===== src/rtl/instr_decode_ctrl_if.sv =====
//------------------------------------------------------------------------------
// Module : instr_decode_ctrl_if
// Brief  : Fetch-to-decoder handshake and decoded datapath control bundle.
// Rev    : 1.0
//------------------------------------------------------------------------------
`default_nettype none

interface instr_decode_ctrl_if;
    logic [15:0] instr;
    logic        instr_valid;
    logic        instr_ready;
    logic [15:0] regEnable;
    logic [3:0]  a_select;
    logic [3:0]  b_select;
    logic        use_imm;
    logic [15:0] immediate;
    logic [7:0]  opCode;
    logic        busy;
    logic        done;

    modport master (
        output instr, instr_valid,
        input  instr_ready, regEnable, a_select, b_select, use_imm,
               immediate, opCode, busy, done
    );

    modport slave (
        input  instr, instr_valid,
        output instr_ready, regEnable, a_select, b_select, use_imm,
               immediate, opCode, busy, done
    );
endinterface

`default_nettype wire


===== src/rtl/instr_decode_ctrl.sv =====
//------------------------------------------------------------------------------
// Module : instr_decode_ctrl
// Brief  : Instruction decoder/sequencer driving the register-file/ALU datapath.
// Rev    : 1.0
//------------------------------------------------------------------------------
`default_nettype none

module instr_decode_ctrl #(
    parameter int         EXEC_CYCLES = 1,
    parameter logic [3:0] CMP_OP      = 4'b1011,
    parameter logic [3:0] LUI_OP      = 4'b1111
) (
    input  wire logic           clk,
    input  wire logic           reset,
    instr_decode_ctrl_if.slave  bus
);

    typedef enum logic [1:0] {
        S_IDLE  = 2'd0,
        S_EXEC  = 2'd1,
        S_WRITE = 2'd2
    } state_t;

    localparam logic [3:0] c_cnt_load = 4'(EXEC_CYCLES - 1);

    state_t      r_state;
    state_t      w_next;
    logic [3:0]  r_cnt;
    logic        r_cmp;
    logic        r_ready;
    logic        r_busy;
    logic        r_done;
    logic [15:0] r_regen;
    logic [3:0]  r_a;
    logic [3:0]  r_b;
    logic        r_use_imm;
    logic [15:0] r_imm;
    logic [7:0]  r_opcode;

    logic        w_accept;
    logic [3:0]  w_op;
    logic [7:0]  w_opcode;
    logic        w_use_imm;
    logic [15:0] w_imm;
    logic        w_cmp;

    assign w_accept = (r_state == S_IDLE) && bus.instr_valid;
    assign w_op     = bus.instr[15:12];

    always_comb begin
        w_opcode  = {4'b0000, bus.instr[7:4]};
        w_use_imm = 1'b0;
        w_imm     = 16'h0000;
        w_cmp     = (bus.instr[7:4] == CMP_OP);
        if (w_op != 4'b0000) begin
            w_opcode  = {w_op, 4'b0000};
            w_use_imm = 1'b1;
            w_cmp     = (w_op == CMP_OP);
            // Logical ops zero-extend so masks like 0x80 are not smeared upward.
            if (w_op == 4'd1 || w_op == 4'd2 || w_op == 4'd3)
                w_imm = {8'h00, bus.instr[7:0]};
            else if (w_op == LUI_OP)
                w_imm = {bus.instr[7:0], 8'h00};
            else
                w_imm = {{8{bus.instr[7]}}, bus.instr[7:0]};
        end
    end

    always_comb begin
        w_next = r_state;
        case (r_state)
            S_IDLE:  if (bus.instr_valid) w_next = S_EXEC;
            S_EXEC:  if (r_cnt == 4'd0)   w_next = S_WRITE;
            S_WRITE: w_next = S_IDLE;
            default: w_next = S_IDLE;
        endcase
    end

    always_ff @(posedge clk or negedge reset) begin
        if (!reset) begin
            r_state   <= S_IDLE;
            r_cnt     <= 4'd0;
            r_cmp     <= 1'b0;
            r_ready   <= 1'b1;
            r_busy    <= 1'b0;
            r_done    <= 1'b0;
            r_regen   <= 16'h0000;
            r_a       <= 4'd0;
            r_b       <= 4'd0;
            r_use_imm <= 1'b0;
            r_imm     <= 16'h0000;
            r_opcode  <= 8'h00;
        end else begin
            r_state <= w_next;
            if (w_accept) begin
                r_cnt     <= c_cnt_load;
                r_cmp     <= w_cmp;
                r_a       <= bus.instr[11:8];
                r_b       <= bus.instr[3:0];
                r_use_imm <= w_use_imm;
                r_imm     <= w_imm;
                r_opcode  <= w_opcode;
            end else if (r_state == S_EXEC && r_cnt != 4'd0) begin
                r_cnt <= r_cnt - 4'd1;
            end
            r_regen <= (w_next == S_WRITE && !r_cmp) ? (16'h0001 << r_a) : 16'h0000;
            r_busy  <= (w_next != S_IDLE);
            r_done  <= (w_next == S_WRITE);
            r_ready <= (w_next == S_IDLE);
        end
    end

    assign bus.instr_ready = r_ready;
    assign bus.busy        = r_busy;
    assign bus.done        = r_done;
    assign bus.regEnable   = r_regen;
    assign bus.a_select    = r_a;
    assign bus.b_select    = r_b;
    assign bus.use_imm     = r_use_imm;
    assign bus.immediate   = r_imm;
    assign bus.opCode      = r_opcode;

endmodule

`default_nettype wire


===== src/flat_wrapper.sv =====
// flat-port wrapper written by rule: the top's interface ports become plain ports
module instr_decode_ctrl_flat 
#(
    parameter int         EXEC_CYCLES = 1,
    parameter logic [3:0] CMP_OP      = 4'b1011,
    parameter logic [3:0] LUI_OP      = 4'b1111
)
  (clk, reset, bus_instr, bus_instr_valid, bus_instr_ready, bus_regEnable, bus_a_select, bus_b_select, bus_use_imm, bus_immediate, bus_opCode, bus_busy, bus_done);
  instr_decode_ctrl_if bus_i ();
  input  wire logic clk;
  input  wire logic reset;
  input wire logic [$bits(bus_i.instr)-1:0] bus_instr;
  input wire logic [$bits(bus_i.instr_valid)-1:0] bus_instr_valid;
  output wire logic [$bits(bus_i.instr_ready)-1:0] bus_instr_ready;
  output wire logic [$bits(bus_i.regEnable)-1:0] bus_regEnable;
  output wire logic [$bits(bus_i.a_select)-1:0] bus_a_select;
  output wire logic [$bits(bus_i.b_select)-1:0] bus_b_select;
  output wire logic [$bits(bus_i.use_imm)-1:0] bus_use_imm;
  output wire logic [$bits(bus_i.immediate)-1:0] bus_immediate;
  output wire logic [$bits(bus_i.opCode)-1:0] bus_opCode;
  output wire logic [$bits(bus_i.busy)-1:0] bus_busy;
  output wire logic [$bits(bus_i.done)-1:0] bus_done;
  assign bus_i.instr = bus_instr;
  assign bus_i.instr_valid = bus_instr_valid;
  assign bus_instr_ready = bus_i.instr_ready;
  assign bus_regEnable = bus_i.regEnable;
  assign bus_a_select = bus_i.a_select;
  assign bus_b_select = bus_i.b_select;
  assign bus_use_imm = bus_i.use_imm;
  assign bus_immediate = bus_i.immediate;
  assign bus_opCode = bus_i.opCode;
  assign bus_busy = bus_i.busy;
  assign bus_done = bus_i.done;
  instr_decode_ctrl #(.EXEC_CYCLES(EXEC_CYCLES), .CMP_OP(CMP_OP), .LUI_OP(LUI_OP)) u_core (.clk(clk), .reset(reset), .bus(bus_i));
endmodule

===== config.mk =====
export PLATFORM = sky130hd
export DESIGN_NAME = instr_decode_ctrl_flat
export DESIGN_NICKNAME = d
export VERILOG_FILES = /design/src/rtl/instr_decode_ctrl_if.sv /design/src/rtl/instr_decode_ctrl.sv /design/src/flat_wrapper.sv
export SDC_FILE = /design/constraint.sdc
export NUM_CORES = 1
export LEC_CHECK = 0
export CELL_PAD_IN_SITES_DETAIL_PLACEMENT = 1
export CELL_PAD_IN_SITES_GLOBAL_PLACEMENT = 2
export CORE_UTILIZATION = 25
export DETAILED_ROUTE_END_ITERATION = 8
export GPL_ROUTABILITY_DRIVEN = 1
export PLACE_DENSITY_LB_ADDON = 0.1
export SYNTH_ARGS = -nofsm -noshare
export SYNTH_HDL_FRONTEND = slang
export SYNTH_SLANG_ARGS = --single-unit

===== constraint.sdc =====
create_clock -name clk -period 1.9 [get_ports clk]
set_clock_uncertainty 0.15 [all_clocks]
set_input_delay 0.38 -clock clk [delete_from_list [all_inputs] [get_ports clk]]
set_output_delay 0.38 -clock clk [all_outputs]
set_load 0.01 [all_outputs]

## Word level (Yosys, flattened, before mapping)

Index checks and enable logic that the tools add are counted.

| storage, ports and cells | value |
|---|---|
| input bits | 19 |
| memories kept | 0 |
| bits in read-only memories | 0 |
| latch bits | 0 |
| word-level logic and storage cells | 47 |
| register bits | 59 |
| bits in writable memories | 0 |
| output and inout bits | 52 |

| operators by class | value |
|---|---|
| multiply operators | 0 |
| add/sub/neg operators | 1 |
| div/mod/pow operators | 0 |
| magnitude comparators | 0 |
| reduce and logical (&&, ||, !) cells | 13 |
| bitwise gates (word level) | 0 |
| muxes and demuxes | 12 |
| eq/ne operators | 8 |
| shift-type cells | 1 |

Operators by type and width:

| kind | count |
|---|---|
| two-way mux 16 bit | 3 |
| left shift 1 x 4 -> 16 bit, first input constant | 1 |
| two-way mux 15 bit | 1 |
| equality test 4 bit, second input constant | 3 |
| equality test 4 x 2 -> 1 bit, second input constant | 2 |
| two-way mux 4 bit | 2 |
| two-way mux 8 bit | 1 |
| nonzero test 4 bit | 2 |
| equality test 4 x 1 -> 1 bit, second input constant | 1 |
| logical NOT 2 bit | 2 |
| logical NOT 4 bit | 1 |
| two-way mux 2 bit | 2 |
| one-hot mux 2 bit (2 select lines) | 1 |
| nonzero test 2 bit | 2 |
| subtractor 4 x 1 -> 4 bit, second input constant | 1 |
| logical AND 1 bit | 3 |
| equality test 2 x 1 -> 1 bit, second input constant | 1 |
| equality test 2 bit, second input constant | 1 |
| logical OR 1 bit | 2 |
| two-way mux 1 bit | 2 |
| logical NOT 1 bit | 1 |

## Longest topological paths before layout

| depth | value |
|---|---|
| depth after elaboration | 6 |
| mapped depth | 6 |
| mapped depth without buffers | 5 |

## Least setup slack after synthesis

Ideal clock, no wire load.

| path | value |
|---|---|
| kind | reg2reg |
| from | register u_core.r_cnt[0] |
| to | register u_core.r_regen[4] (netlist: u_core.bus.regEnable[4]) |
| path buffers | 1 |
| data required time | 1.669 ns |
| period minus slack after synthesis | 1.941 ns |
| stages on the path, launching flop included | 7 |
| slack | -0.041 ns |
| library setup time | 0.081 ns |
| arrival time | 1.709 ns |
| cell sequence | dfrtp_1 inv_1 ha_1 or3b_1 buf_2 or4_4 nor3_2 |

| between the ends | value |
|---|---|
| cells in the longest elaborated chain, start to end | 6 |

RTL lines:

| item | line | RTL |
|---|---|---|
| from (decl) | instr_decode_ctrl.sv:28 | `logic [3:0] r_cnt;` |
| from (signal assigned) | instr_decode_ctrl.sv:96 | `r_cnt <= c_cnt_load;` |
| from (signal assigned) | instr_decode_ctrl.sv:104 | `r_cnt <= r_cnt - 4'd1;` |
| logical NOT 4 bit | instr_decode_ctrl.sv:73 | `S_EXEC: if (r_cnt == 4'd0) w_next = S_WRITE;` |
| two-way mux 2 bit | instr_decode_ctrl.sv:73 |  |
| one-hot mux 2 bit (2 select lines) | instr_decode_ctrl.sv:71 | `case (r_state)` |
| equality test 2 bit | instr_decode_ctrl.sv:106 | `r_regen <= (w_next == S_WRITE && !r_cmp) ? (16'h0001 << r_a) : 16'h0000;` |
| logical AND 1 bit | instr_decode_ctrl.sv:106 |  |
| two-way mux 16 bit | instr_decode_ctrl.sv:106 |  |
| to (signal assigned) | instr_decode_ctrl.sv:106 |  |
| to (decl) | instr_decode_ctrl.sv:33 | `logic [15:0] r_regen;` |

No other way between the ends.
A chain may end at the register's enable or synchronous reset.

## Worst setup path in the final report

| path | value |
|---|---|
| from | register u_core.r_cnt[1] |
| to | register u_core.r_regen[4] (netlist: u_core.bus.regEnable[4]) |

Same word-level chain as after synthesis.

==> flow_summary.json <==
{
  "outcome": "complete, but fails checks",
  "violations": "DRC",
  "grt_usage": 0.146,
  "period_share": 0.983,
  "vias_per_cell": 4.41,
  "clock-sinks": 59,
  "hp-class": "reg -> reg",
  "seqPwrFrac": 0.400,
  "crit_required_ns": 2.01,
  "max_freq_mhz": 536,
  "slew_viol_final": 0,
  "die_h_um": 97.7,
  "initial_core_util": 0.260,
  "power_density_mw_per_mm2": 1050,
  "syn2layout_area_growth_pct": 60.6,
  "cp.arrival_ns": 1.97,
  "yosysSeqAreaShare": 0.645,
  "clock_path_buffers": 2,
  "p_int_uw": 2820,
  "cts_buffers": 9,
  "cts_tree": "done",
  "power.share.clock": 0.360,
  "cts-htree-levels": 3,
  "rrSetupSlack_ns": 0.03,
  "total_power_uw": 3870,
  "max-vdd-ir-drop_uv": 399,
  "seqCellArea_mm2": 0.00148,
  "setup_viol": 0,
  "syn_nets": 238,
  "avgSynthCellArea_um2": 10.5,
  "wl_per_cell_um": 14.8,
  "placed_cells": 416,
  "worstSetupStartpoint": "u_core.r_cnt[1]",
  "drt_wl_total_um": 6470,
  "synth-edff-count": 0,
  "netlist_instances": 218,
  "tightest_slew_ns": 0.342,
  "final_cells": 437,
  "timing.rr.start": "u_core.r_cnt[1]",
  "fillers": 979,
  "critPathLaunchType": "flop",
  "worst_r2r_endpoint": "u_core.bus.regEnable[4]",
  "ys_warn_count": 0,
  "worstPathMaxFanout": 4,
  "worstSetupPathType": "reg -> reg",
  "die_width_um": 97.7,
  "period_minus_slack_ns": 1.87,
  "end_kind": "flop",
  "p_leak_uw": 0.00169,
  "first_global_vias": 2032,
  "fin_ws_ns": 0.0329,
  "port_buffers": 70,
  "rows": 34,
  "endpoint": "u_core.bus.regEnable[4]",
  "place_congestion": 0.699,
  "ios": 71,
  "cts_root_buffer": "clkbuf_8",
  "drt_iter0_markers": 71,
  "switching_share": 0.271,
  "core_mm2": 0.00881,
  "drcViolationCount": 10,
  "nets": 344,
  "hold_viol": 0,
  "syn_area_mm2": 0.00229,
  "clk_latency_ns": 0.34,
  "power_frac_comb": 0.241,
  "clkTransAtPathRegs_ns": 0.07,
  "diodes": 0,
  "ys.flop_type": "dfrtp_1",
  "layout-drive-gt1-share": 0.201,
  "hpwlAfterDp_um": 4510,
  "antenna_found_initial": 0,
  "ant_nets": 0,
  "tns_ns": 0,
  "rsz0062_at_grt": "true",
  "multi_input_area_um2": 792,
  "grt-ovfl-total": 0,
  "fin_util": 0.418,
  "dp_slack_ns": -0.290,
  "drt_pass1_iterations": 7,
  "dieArea_mm2": 0.00955,
  "grt_pass1_wl_um": 10600,
  "reg2reg_depth": 5,
  "synth-seq-cells": 59,
  "power.switching_uw": 1050,
  "ys_types": 30,
  "synth-async-reset-ratio": 1.00,
  "relSlewSlack": 0.772,
  "maxCapViolCount": 0,
  "vias": 1927,
  "grt_max_degree": 60
}
-- stage by stage --
step,cell area [um^2],hold slack [ns]
5_1_grt,3680,0.350
3_3_place_gp,3370,0.265
6_report,3680,0.329
4_1_cts,3640,0.337
3_5_place_dp,3370,0.267
2_1_floorplan,2300,-0.0656
-- cell type report --
| cell class | instances | area share |
|---|---|---|
| clock buffer | 13 | 0.0486 |
| tap | 108 | 0.0367 |
| clock inverter | 3 | 0.0184 |
| timing repair buffer | 104 | 0.276 |
| inverter | 3 | 0.00306 |
| multi-input combinational | 147 | 0.215 |
| sequential | 59 | 0.402 |
-- what timing repair did --
| item | CTS | global route |
|---|---|---|
| pin swaps | 0 | 1 |
| setup buffers | 1 | 3 |
| resized for setup | 3 | 4 |
| endpoints found under the setup margin | 4 | 13 |
| hold buffers | 1 | 0 |
| hold endpoints to repair | 58 | 0 |
| cloned | 0 | 0 |
-- worst max-delay path, stage by stage (launching register included) --
cell and delay (ns):
dfrtp_1 0.39, inv_1 0.09, ha_4 0.13, or3b_4 0.39
or4_4 0.49, nor3_4 0.14
-- cells in the final DEF, fill, tap and decap left out, types with 2 or more instances in the layout --
| cell type | synthesis | layout |
|---|---|---|
| o31ai_1 | 8 | 8 |
| mux2i_1 | 2 | 2 |
| buf_4 | 0 | 28 |
| a22o_1 | 4 | 4 |
| buf_12 | 0 | 5 |
| inv_1 | 3 | 2 |
| dfrtp_1 | 58 | 57 |
| nor3_1 | 2 | 2 |
| nor2_2 | 0 | 2 |
| nand3_1 | 3 | 3 |
| bufinv_16 | 0 | 2 |
| nor2_1 | 28 | 26 |
| o21ai_1 | 11 | 11 |
| nand2b_1 | 5 | 5 |
| clkdlybuf4s50_1 | 0 | 68 |
| nand2_1 | 63 | 63 |
| or4_4 | 3 | 3 |
| nor3_2 | 3 | 2 |
| clkbuf_8 | 0 | 13 |
-- registers in the layout, indices dropped and copies added, names as in the netlist --
| register | count |
|---|---|
| u_core.bus.b_select | 4 |
| u_core.r_cmp | 1 |
| u_core.bus.a_select | 4 |
| u_core.r_cnt | 4 |
| u_core.bus.regEnable | 16 |
| u_core.bus.busy | 1 |
| u_core.bus.opCode | 8 |
| u_core.bus.use_imm | 1 |
| u_core.bus.immediate | 16 |
| u_core.bus.done | 1 |
| u_core.bus.instr_ready | 1 |
| u_core.r_state | 2 |
-- worst min-delay path by stage --
stage                               startpoint                      to  slack (ns)  cells after the start
after floorplan                          reset  u_core.bus.a_select[0]       -0.07                      0
after global placement                   reset         u_core.bus.busy        0.27                      2
after detailed placement                 reset         u_core.bus.done        0.27                      2
after CTS                 u_core.bus.opCode[6]    u_core.bus.opCode[6]        0.34                      2
after global routing      u_core.bus.opCode[6]    u_core.bus.opCode[6]        0.35                      2
final                     u_core.bus.opCode[6]    u_core.bus.opCode[6]        0.33                      2
-- layer usage --
layer | GRT usage | up-vias | share of wire
li1 | - | 933 | -
met1 | 0.173 | 937 | 0.42
met2 | 0.250 | 52 | 0.52
met5 | 0 | - | 0
met4 | 0.0420 | 0 | 0.0094
met3 | 0.0518 | 5 | 0.051
-- kinds of logic after synthesis --
group / share of synthesized area
AO/OA/AOI/OAI: 0.0830
adder cells (fa/ha/maj): 0.00546
multiplexers: 0.00874
AND/OR/NAND/NOR: 0.237
flip-flops: 0.645
buffers and inverters: 0.0208
-- cells in the mapped netlist (2+ instances only) --
cell type,count,area share
buf_2,2,0.0044
o21ai_1,11,0.024
mux2i_1,2,0.0087
or3b_1,2,0.0076
inv_1,3,0.0049
or4_4,3,0.015
nor3_2,3,0.013
dfrtp_1,58,0.63
nor3_1,2,0.0044
nand3_1,3,0.0066
nand2_1,63,0.10
clkbuf_1,7,0.011
o31ai_1,8,0.026
nand2b_1,5,0.014
nor2_1,28,0.046
a22o_1,4,0.015
-- power by group through the flow --
| stage | sequential (uW) | clock, uW | combinational (uW) |
|---|---|---|---|
| finish | 1540 | 1390 | 931 |
| global route | 1570 | 1480 | 1020 |
| CTS | 1550 | 1430 | 945 |
| detailed placement | 1570 | 0 | 926 |
| global placement | 1570 | 0 | 918 |
| floorplan | 1640 | 0 | 257 |
Power figures use the tool's default switching activity.
